**src/rtl/binned_blob_stats.sv**
```systemverilog
`timescale 1ns/1ps
// -----------------------------------------------------------------------------
// binned_blob_stats
//
// Collects per-frame statistics of the set pixels in a binned 1-bit mask
// stream and publishes one result per frame: pixel count, bounding box and
// integer centroid (floor of coordinate sum / count).
//
// The frame ends on the accepted pixel at (HRES-1, VRES-1). One edge after
// that pixel is sampled, the totals are snapshotted into the divider. The
// accumulators restart in the same edge, so the next pixel belongs to the
// new frame. Two restoring dividers (x and y) then run side by side for SXW
// cycles. The result is published with a single-cycle valid_out pulse,
// SXW+2 cycles after the frame-end pixel was sampled.
//
// Ports
//   clk_in, rst_n_in        clock, asynchronous active-low reset
//   hcount_in, vcount_in    binned column / row of the incoming pixel
//   pixel_data_in           mask bit
//   data_valid_in           pixel qualifier (gaps of any length allowed)
//   x_out, y_out            centroid, floor(sum/count)
//   x_min_out .. y_max_out  bounding box of set pixels
//   count_out               number of set pixels in the frame
//   detected_out            count_out >= MIN_PIXELS
//   busy_out                divider running
//   valid_out               one-cycle pulse: all result outputs updated
// -----------------------------------------------------------------------------
module binned_blob_stats #(
  parameter int HRES       = 320,
  parameter int VRES       = 180,
  parameter int MIN_PIXELS = 4,
  localparam int HWIDTH    = $clog2(HRES),
  localparam int VWIDTH    = $clog2(VRES),
  localparam int CWIDTH    = $clog2(HRES*VRES+1),
  localparam int SXW       = HWIDTH + CWIDTH,
  localparam int SYW       = VWIDTH + CWIDTH
) (
  input  logic              clk_in,
  input  logic              rst_n_in,
  input  logic [HWIDTH-1:0] hcount_in,
  input  logic [VWIDTH-1:0] vcount_in,
  input  logic              pixel_data_in,
  input  logic              data_valid_in,
  output logic [HWIDTH-1:0] x_out,
  output logic [VWIDTH-1:0] y_out,
  output logic [HWIDTH-1:0] x_min_out,
  output logic [HWIDTH-1:0] x_max_out,
  output logic [VWIDTH-1:0] y_min_out,
  output logic [VWIDTH-1:0] y_max_out,
  output logic [CWIDTH-1:0] count_out,
  output logic              detected_out,
  output logic              busy_out,
  output logic              valid_out
);

  localparam int STW = $clog2(SXW + 1);

  typedef enum logic [1:0] {
    S_IDLE,
    S_DIV,
    S_DONE
  } state_t;

  // ---------------------------------------------------------------------------
  // Accumulation
  // ---------------------------------------------------------------------------
  logic              w_set;
  logic              w_frame_end;

  logic [CWIDTH-1:0] r_cnt;
  logic [SXW-1:0]    r_sum_x;
  logic [SYW-1:0]    r_sum_y;
  logic [HWIDTH-1:0] r_xmin, r_xmax;
  logic [VWIDTH-1:0] r_ymin, r_ymax;
  logic              r_frame_end_d;

  logic [CWIDTH-1:0] w_cnt_base,  w_cnt_nxt;
  logic [SXW-1:0]    w_sx_base,   w_sx_nxt;
  logic [SYW-1:0]    w_sy_base,   w_sy_nxt;
  logic [HWIDTH-1:0] w_xmin_base, w_xmin_nxt, w_xmax_base, w_xmax_nxt;
  logic [VWIDTH-1:0] w_ymin_base, w_ymin_nxt, w_ymax_base, w_ymax_nxt;

  assign w_set       = data_valid_in & pixel_data_in;
  // Out-of-range coordinates are accumulated but can never match here.
  assign w_frame_end = data_valid_in &&
                       (hcount_in == HWIDTH'(HRES - 1)) &&
                       (vcount_in == VWIDTH'(VRES - 1));

  // In the snapshot cycle the old totals are being copied into the divider,
  // so the incoming pixel is added to a cleared base instead.
  always_comb begin
    // NOTE: every combinational output gets a default first so no path leaves
    // it unassigned; otherwise synthesis infers a latch.
    w_cnt_base  = r_cnt;
    w_sx_base   = r_sum_x;
    w_sy_base   = r_sum_y;
    w_xmin_base = r_xmin;
    w_xmax_base = r_xmax;
    w_ymin_base = r_ymin;
    w_ymax_base = r_ymax;
    if (r_frame_end_d) begin
      w_cnt_base  = '0;
      w_sx_base   = '0;
      w_sy_base   = '0;
      w_xmin_base = '1;
      w_xmax_base = '0;
      w_ymin_base = '1;
      w_ymax_base = '0;
    end

    w_cnt_nxt  = w_cnt_base;
    w_sx_nxt   = w_sx_base;
    w_sy_nxt   = w_sy_base;
    w_xmin_nxt = w_xmin_base;
    w_xmax_nxt = w_xmax_base;
    w_ymin_nxt = w_ymin_base;
    w_ymax_nxt = w_ymax_base;
    if (w_set) begin
      w_cnt_nxt = w_cnt_base + CWIDTH'(1);
      w_sx_nxt  = w_sx_base + SXW'(hcount_in);
      w_sy_nxt  = w_sy_base + SYW'(vcount_in);
      if (hcount_in < w_xmin_base) w_xmin_nxt = hcount_in;
      if (hcount_in > w_xmax_base) w_xmax_nxt = hcount_in;
      if (vcount_in < w_ymin_base) w_ymin_nxt = vcount_in;
      if (vcount_in > w_ymax_base) w_ymax_nxt = vcount_in;
    end
  end

  // NOTE: clocked state uses non-blocking assignments so every register
  // samples pre-edge values regardless of statement order.
  always_ff @(posedge clk_in or negedge rst_n_in) begin
    if (!rst_n_in) begin
      r_cnt         <= '0;
      r_sum_x       <= '0;
      r_sum_y       <= '0;
      r_xmin        <= '1;
      r_xmax        <= '0;
      r_ymin        <= '1;
      r_ymax        <= '0;
      r_frame_end_d <= 1'b0;
    end else begin
      r_cnt         <= w_cnt_nxt;
      r_sum_x       <= w_sx_nxt;
      r_sum_y       <= w_sy_nxt;
      r_xmin        <= w_xmin_nxt;
      r_xmax        <= w_xmax_nxt;
      r_ymin        <= w_ymin_nxt;
      r_ymax        <= w_ymax_nxt;
      r_frame_end_d <= w_frame_end;
    end
  end

  // ---------------------------------------------------------------------------
  // Divider datapath: one restoring step per cycle for x and y
  // ---------------------------------------------------------------------------
  state_t            r_state;
  logic [STW-1:0]    r_step;
  logic [CWIDTH-1:0] r_div;              // divisor, doubles as count snapshot
  logic [SXW-1:0]    r_quo_x, r_quo_y;   // dividend shifting out, quotient in
  logic [CWIDTH-1:0] r_rem_x, r_rem_y;
  logic [HWIDTH-1:0] r_snap_xmin, r_snap_xmax;
  logic [VWIDTH-1:0] r_snap_ymin, r_snap_ymax;

  logic [CWIDTH:0]   w_rem_x_sh, w_rem_y_sh, w_rem_x_sub, w_rem_y_sub;
  logic              w_ge_x, w_ge_y;
  logic              w_start;

  assign w_rem_x_sh  = {r_rem_x, r_quo_x[SXW-1]};
  assign w_rem_y_sh  = {r_rem_y, r_quo_y[SXW-1]};
  assign w_rem_x_sub = w_rem_x_sh - {1'b0, r_div};
  assign w_rem_y_sub = w_rem_y_sh - {1'b0, r_div};
  assign w_ge_x      = (w_rem_x_sh >= {1'b0, r_div});
  assign w_ge_y      = (w_rem_y_sh >= {1'b0, r_div});

  // A snapshot arriving while the divider runs is dropped.
  assign w_start     = r_frame_end_d && (r_state != S_DIV);

  // ---------------------------------------------------------------------------
  // Control FSM with registered outputs
  // ---------------------------------------------------------------------------
  always_ff @(posedge clk_in or negedge rst_n_in) begin
    if (!rst_n_in) begin
      r_state      <= S_IDLE;
      r_step       <= '0;
      r_div        <= '0;
      r_quo_x      <= '0;
      r_quo_y      <= '0;
      r_rem_x      <= '0;
      r_rem_y      <= '0;
      r_snap_xmin  <= '0;
      r_snap_xmax  <= '0;
      r_snap_ymin  <= '0;
      r_snap_ymax  <= '0;
      x_out        <= '0;
      y_out        <= '0;
      x_min_out    <= '0;
      x_max_out    <= '0;
      y_min_out    <= '0;
      y_max_out    <= '0;
      count_out    <= '0;
      detected_out <= 1'b0;
      busy_out     <= 1'b0;
      valid_out    <= 1'b0;
    end else begin
      valid_out <= 1'b0;
      if (w_start) begin
        r_div       <= r_cnt;
        r_quo_x     <= r_sum_x;
        r_quo_y     <= SXW'(r_sum_y);
        r_rem_x     <= '0;
        r_rem_y     <= '0;
        r_step      <= '0;
        r_snap_xmin <= r_xmin;
        r_snap_xmax <= r_xmax;
        r_snap_ymin <= r_ymin;
        r_snap_ymax <= r_ymax;
        busy_out    <= 1'b1;
        r_state     <= S_DIV;
      end else begin
        case (r_state)
          S_DIV: begin
            if (r_step == STW'(SXW)) begin
              // Empty frame: the divide ran only to keep latency fixed.
              if (r_div == '0) begin
                x_out     <= '0;
                y_out     <= '0;
                x_min_out <= '0;
                x_max_out <= '0;
                y_min_out <= '0;
                y_max_out <= '0;
              end else begin
                x_out     <= r_quo_x[HWIDTH-1:0];
                y_out     <= r_quo_y[VWIDTH-1:0];
                x_min_out <= r_snap_xmin;
                x_max_out <= r_snap_xmax;
                y_min_out <= r_snap_ymin;
                y_max_out <= r_snap_ymax;
              end
              count_out    <= r_div;
              detected_out <= (r_div != '0) && (r_div >= CWIDTH'(MIN_PIXELS));
              valid_out    <= 1'b1;
              busy_out     <= 1'b0;
              r_state      <= S_DONE;
            end else begin
              r_rem_x <= w_ge_x ? w_rem_x_sub[CWIDTH-1:0] : w_rem_x_sh[CWIDTH-1:0];
              r_rem_y <= w_ge_y ? w_rem_y_sub[CWIDTH-1:0] : w_rem_y_sh[CWIDTH-1:0];
              r_quo_x <= {r_quo_x[SXW-2:0], w_ge_x};
              r_quo_y <= {r_quo_y[SXW-2:0], w_ge_y};
              r_step  <= r_step + STW'(1);
            end
          end
          S_DONE:  r_state <= S_IDLE;
          default: r_state <= S_IDLE;
        endcase
      end
    end
  end

endmodule

```
**config.mk**
```make
export PLATFORM = sky130hd
export DESIGN_NAME = binned_blob_stats
export DESIGN_NICKNAME = d
export VERILOG_FILES = /design/src/rtl/binned_blob_stats.sv
export SDC_FILE = /design/constraint.sdc
export NUM_CORES = 1
export LEC_CHECK = 0
export BUFFER_PORTS_ARGS = -buffer_cell sky130_fd_sc_hd__buf_2
export CORE_MARGIN = 4
export CORE_UTILIZATION = 29
export CTS_CLUSTER_DIAMETER = 50
export DETAILED_ROUTE_END_ITERATION = 6
export HOLD_SLACK_MARGIN = 0.15
export PLACE_DENSITY = 0.52
export SYNTH_ARGS = -nofsm -noshare
export SYNTH_HDL_FRONTEND = slang
export SYNTH_SLANG_ARGS = --single-unit
```
**constraint.sdc**
```tcl
create_clock -name clk_in -period 2.7 [get_ports clk_in]
set_input_delay 0.405 -clock clk_in [delete_from_list [all_inputs] [get_ports clk_in]]
set_output_delay 0.405 -clock clk_in [all_outputs]
set_load 0.02 [all_outputs]
```
Yosys cells after proc, flatten, opt, wreduce, memory -nomap -nowiden --
Index checks and enable logic that the tools add are counted.
Word-level totals: register bits after elaboration 309, input port bits 21
Operators by class: add/subtract/negate cells 6, magnitude comparators 7, eq/ne operators 7, mux-type cells 50, bitwise gates (word level) 2, reduce and logical (&&, ||, !) cells 11
Operators by type and width (count):
- 25-bit 2-to-1 mux | 8
- 16-bit 2-to-1 mux | 10
- 9-bit 2-to-1 mux | 9
- 8-bit 2-to-1 mux | 9
- 24-bit 2-to-1 mux | 2
- 17-bit by 16-bit >= comparator with 1-bit output | 2
- 16-bit subtractor | 2
- 25-bit by 9-bit adder with 25-bit output | 1
- 24-bit by 8-bit adder with 24-bit output | 1
- 16-bit by 1-bit adder with 16-bit output (second input constant) | 1
- 16-bit by 3-bit >= comparator with 1-bit output (second input constant) | 1
- 16-bit zero test | 1
- 16-bit nonzero test | 1
- 5-bit 2-to-1 mux | 3
- 9-bit == test (second input constant) | 1
- 9-bit greater-than comparator | 1
- 9-bit less-than comparator | 1
- 8-bit == test (second input constant) | 1
- 8-bit greater-than comparator | 1
- 8-bit less-than comparator | 1
- 1-bit 2-to-1 mux | 6
- 2-bit 2-to-1 mux | 3
- 5-bit by 1-bit adder with 5-bit output (second input constant) | 1
- 5-bit == test (second input constant) | 1
- 10 further kinds | 15

Logic depth before layout (Yosys ltp) --
depth after elaboration 5, gate-level depth with buffers 14, mapped depth without buffers 11

Worst setup path after synthesis --
Ideal clock, no wire load.
path type register to register, start reg r_frame_end_d, end reg r_xmin[0], setup time 0.075 ns, arrival 2.760 ns, data required time 2.625 ns, path slack -0.135 ns, cell stages (with the launch flop) 14, path buffers 5, period minus slack after synthesis 2.835 ns, path through dfrtp_1 -> buf_4 -> buf_2 -> buf_1 -> clkbuf_1 -> nor2_1 -> ha_1 -> a21o_1 -> a21o_1 -> a211oi_1 -> o21ai_1 -> a211oi_1 -> buf_4 -> mux2i_1
On the way: word-level cells in the longest chain between the ends 4
RTL lines:
- start: declaration | RTL line 75 | logic r_frame_end_d;
- start signal: assignment | RTL line 149 | r_frame_end_d <= w_frame_end;
- 9-bit 2-to-1 mux * | RTL line 101 | if (r_frame_end_d) begin
- 9-bit less-than comparator | RTL line 122 | if (hcount_in < w_xmin_base) w_xmin_nxt = hcount_in;
- 9-bit 2-to-1 mux | RTL line 122
- 9-bit 2-to-1 mux * | RTL line 118 | if (w_set) begin
- net w_xmin_nxt[0] | RTL line 80 | logic [HWIDTH-1:0] w_xmin_base, w_xmin_nxt, w_xmax_base, w_xmax_nxt;
- end signal: assignment | RTL line 145 | r_xmin <= w_xmin_nxt;
- end: declaration | RTL line 73 | logic [HWIDTH-1:0] r_xmin, r_xmax;
The timed path passes the listed nets; every way through them passes the cells marked *. A chain may end at the register's enable or synchronous reset.

Worst setup path after layout --
start reg r_frame_end_d, end reg r_xmax[0]
On the way: word-level cells in the longest chain between the ends 4
RTL lines:
- 9-bit 2-to-1 mux * | RTL line 101
- 9-bit greater-than comparator | RTL line 123 | if (hcount_in > w_xmax_base) w_xmax_nxt = hcount_in;
- 9-bit 2-to-1 mux | RTL line 123
- 9-bit 2-to-1 mux * | RTL line 118
- net w_xmax_nxt[0] | RTL line 80
- end signal: assignment | RTL line 146 | r_xmax <= w_xmax_nxt;
- end: declaration | RTL line 73
Marked as above.

==> impl_metrics.tcl <==
set metrics [dict create \
    synth_commonest_cells "sky130_fd_sc_hd__dfrtp_1, sky130_fd_sc_hd__nand2_1, sky130_fd_sc_hd__nor2_1" \
    wirelength_um 42000 \
    powerDensity_nw_per_um2 720 \
    grt_antenna_before_repair 0 \
    floorplan.io_pins 91 \
    worstHoldPathCells 3 \
    clockBufferDepth 3 \
    path_delay_family "compound AO/OA/AOI/OAI gates" \
    report.final.slew_viol_count 0 \
    netlist.area_leader.share 0.457 \
    clock_tree_from_tritoncts "yes" \
    routabilityCongestion 0.830 \
    grt_start_max_net_pins 96 \
    timing.max_slew.rel_slack 0.446 \
    start_util 0.295 \
    critPathArrivalTime_ns 3.04 \
    ir_worst_vdd_mv 0.442 \
    cts.sinks 309 \
    power_mw 13.8 \
    netlist_area_um2 16000 \
    ff2ff_path_depth 11 \
    first_pass_grt_wire_length_um 69500 \
    finalWorstSetupSlack_ns 0.0948 \
    via_count_of_the_first_global_routing_pass 12500 \
    wl_per_cell_um 17.0 \
    critPathBufInv 2 \
    clock_insertion_delay_worst_skew_ns 0.56 \
    actual_transition_at_the_worst_max_transition_pin_ns 0.830 \
    setup.worst_path.start_class "flip-flop" \
    clk_pin_slew_worst_paths_ns 0.06 \
    synthToLayoutAreaGrowth_pct 19.8 \
    synth.most_common_cell "sky130_fd_sc_hd__dfrtp_1" \
    detailedPlacementHpwl_um 29200 \
    reg2reg_slack_ns 0.09 \
    synth.ff_latch_count 309 \
    initialDrtViolationCount 713 \
    detailroute.via_count 12200 \
    fill_cell_instance_count_of_the_final_layout 5444 \
    place_ws_ns -0.00813 \
    worst_clock_skew_ns 0.0261 \
    h-tree-depth 2 \
    cpMostUsedCell "sky130_fd_sc_hd__o21ai_1" \
    final_period_minus_worst_setup_slack_ns 2.61 \
    hold_class "in -> reg" \
    syn_inst 1612 \
    timing.hold.worst.start "hcount_in[6]" \
    yosys.area.top_type "sky130_fd_sc_hd__dfrtp_1" \
    final_layout_size_suffix_gt1_frac 0.180 \
    port_buffers 90 \
    setup_viol_count_final 0 \
    cts_root_buffer "sky130_fd_sc_hd__clkbuf_16" \
    dieHeight_um 243 \
    num-nets-final 1846 \
    hold_violations 0 \
    core_area_um2 54100 \
    cts_made_buffers 39 \
    synth-seq-area-share 0.485 \
    cpPeakStageDelay_ns 0.54 \
    overflow 0 \
    run_status "completed" \
    part_of_the_cycle_the_worst_path_needs 0.965 \
    cp-end-kind "flip-flop" \
    edff_count_synth 0 \
    timing.critical_path.slowest_stage_cell "sky130_fd_sc_hd__dfrtp_4" \
    synth_async_sr_flop_share 1.00 \
    worst_hold_slack_ns 0.178 \
    synthesis.area_per_instance_um2 9.91 \
    setup-tns-final_ns 0 \
    maximum_clock_frequency_ghz 0.384 \
    detailedRoute.firstPassIterationCount 5 \
    cp_num_cells 11 \
    crit_path_max_fanout 7 \
    die_area_um2 58900 \
    timing.setup.critical_path_class "reg -> reg" \
    core.rowCount 85 \
    ys_top_cells_by_area "sky130_fd_sc_hd__dfrtp_1, sky130_fd_sc_hd__ha_1, sky130_fd_sc_hd__nand2_1, sky130_fd_sc_hd__nor2_1, sky130_fd_sc_hd__a22o_1" \
    ordered_list_of_cells_on_the_worst_path "buf_6 > nand2b_1 > ha_1 > nor2b_1 > o21ai_0 > a21oi_1 > a211oi_1 > o21ai_1 > o21ai_1 > buf_4 > mux2_2" \
    max_cap_violations 0 \
    route.antenna.remaining_nets 0 \
    critPathLaunch "r_frame_end_d" \
    post_route_drc 0 \
    antennaDiodeCount 0 \
    global_route.usage.total 0.143 \
    p_leak_nw 9.47 \
    vias_per_cell 4.96 \
    postSynthNetCount 1721 \
    yosysUniqueCellTypes 83 \
    dominantRegCellSynth "sky130_fd_sc_hd__dfrtp_1" \
    data_required_time_at_the_worst_endpoint_ns 3.13 \
    synth_warnings 0 \
    crit_reg_reg_startpoint "r_frame_end_d" \
    fp.dieW_um 243 \
]
==> placed cells by master (no fill, tap or decap), types with 7 or more instances in the layout <==
master	n
sky130_fd_sc_hd__o31ai_2	8
sky130_fd_sc_hd__mux2i_1	39
sky130_fd_sc_hd__a21oi_1	40
sky130_fd_sc_hd__a21o_1	17
sky130_fd_sc_hd__and2_1	8
sky130_fd_sc_hd__o21ai_1	15
sky130_fd_sc_hd__buf_2	89
sky130_fd_sc_hd__o21a_1	9
sky130_fd_sc_hd__nand3_1	37
sky130_fd_sc_hd__or3_1	7
sky130_fd_sc_hd__xnor2_1	37
sky130_fd_sc_hd__nand2b_1	33
sky130_fd_sc_hd__nor4_1	7
sky130_fd_sc_hd__a32oi_1	9
sky130_fd_sc_hd__clkbuf_16	40
sky130_fd_sc_hd__a22o_1	51
sky130_fd_sc_hd__nor2b_1	34
sky130_fd_sc_hd__nand4_1	26
sky130_fd_sc_hd__xor2_1	38
sky130_fd_sc_hd__mux2_2	8
sky130_fd_sc_hd__ha_1	82
sky130_fd_sc_hd__o311ai_1	7
sky130_fd_sc_hd__clkbuf_8	7
sky130_fd_sc_hd__inv_1	54
sky130_fd_sc_hd__nand2_1	256
sky130_fd_sc_hd__dfstp_2	17
sky130_fd_sc_hd__and3_1	9
sky130_fd_sc_hd__buf_4	57
sky130_fd_sc_hd__buf_12	10
sky130_fd_sc_hd__dfrtp_1	290
sky130_fd_sc_hd__o21bai_1	7
sky130_fd_sc_hd__nor2_1	131
sky130_fd_sc_hd__nor3_1	13
sky130_fd_sc_hd__o21ai_0	72
sky130_fd_sc_hd__a22oi_1	24
sky130_fd_sc_hd__o22ai_1	26
==> area by class of cell <==
class / count / area, um2 / area share
clock buffers: 52 / 1120 / 0.0583
flip-flops and latches: 309 / 7760 / 0.405
clock inverters: 18 / 258 / 0.0135
well taps: 696 / 871 / 0.0455
multi-input cells: 1164 / 7740 / 0.404
inverters: 57 / 214 / 0.0112
repair buffers: 166 / 1180 / 0.0618
==> power breakdown <==
part / switching, mW / leakage, nW / internal, mW
registers: 0.375 / 4.12 / 5.22
logic: 1.44 / 4.68 / 1.24
clock network: 2.10 / 0.663 / 3.41
==> stage by stage <==
| step | utilization | instances | instance area, um2 |
|---|---|---|---|
| final | 0.354 | 2462 | 19100 |
| after CTS | 0.351 | 2455 | 19000 |
| after global routing | 0.354 | 2462 | 19100 |
| after detailed placement | 0.325 | 2379 | 17600 |
| after floorplan | - | 1612 | 16000 |
| after global placement | 0.325 | 2379 | 17600 |
==> cells by family after synthesis <==
logic type / after synthesis / share of synthesized area
XOR/XNOR: 75 / 0.0411
adder cells (fa/ha/maj): 88 / 0.0708
AO/OA/AOI/OAI: 344 / 0.156
AND/OR/NAND/NOR: 609 / 0.178
buffers and inverters: 139 / 0.0376
multiplexers: 48 / 0.0307
flip-flops: 309 / 0.485
==> worst paths after layout <==
kind,to
min reg2reg,count_out[7]
min,r_xmin[6]
max,r_xmax[0]
min in group asynchronous,y_max_out[6]
max reg2reg,r_xmax[0]
max in group asynchronous,r_quo_x[20]
==> tightest hold or removal path: stages <==
cell and delay (ns):
sky130_fd_sc_hd__buf_2 0.15, sky130_fd_sc_hd__inv_1 0.09, sky130_fd_sc_hd__mux2i_1 0.07
==> layer usage <==
metal,vias up,share of wire,track usage
li1,5919,-,-
met1,6062,0.50,0.209
met2,185,0.44,0.218
met3,53,0.038,0.0243
met4,0,0.022,0.0401
met5,-,0,0
==> registers in the layout (all words and copies together) (netlist names), 16 cells and up <==
register,flops
count_out,16
r_cnt,16
r_div,16
r_quo_x,25
r_quo_y,25
r_rem_x,16
r_rem_y,16
r_sum_x,25
r_sum_y,24
==> timing repair <==
item | CTS | global route
endpoints found under the hold margin | 61 | 0
endpoints found under the setup margin | 1 | 44
setup buffers | 0 | 7
cloned | 0 | 0
hold buffers | 6 | 0
pin swaps | 0 | 10
resized for setup | 1 | 29
(Power assumes the default switching activity.)
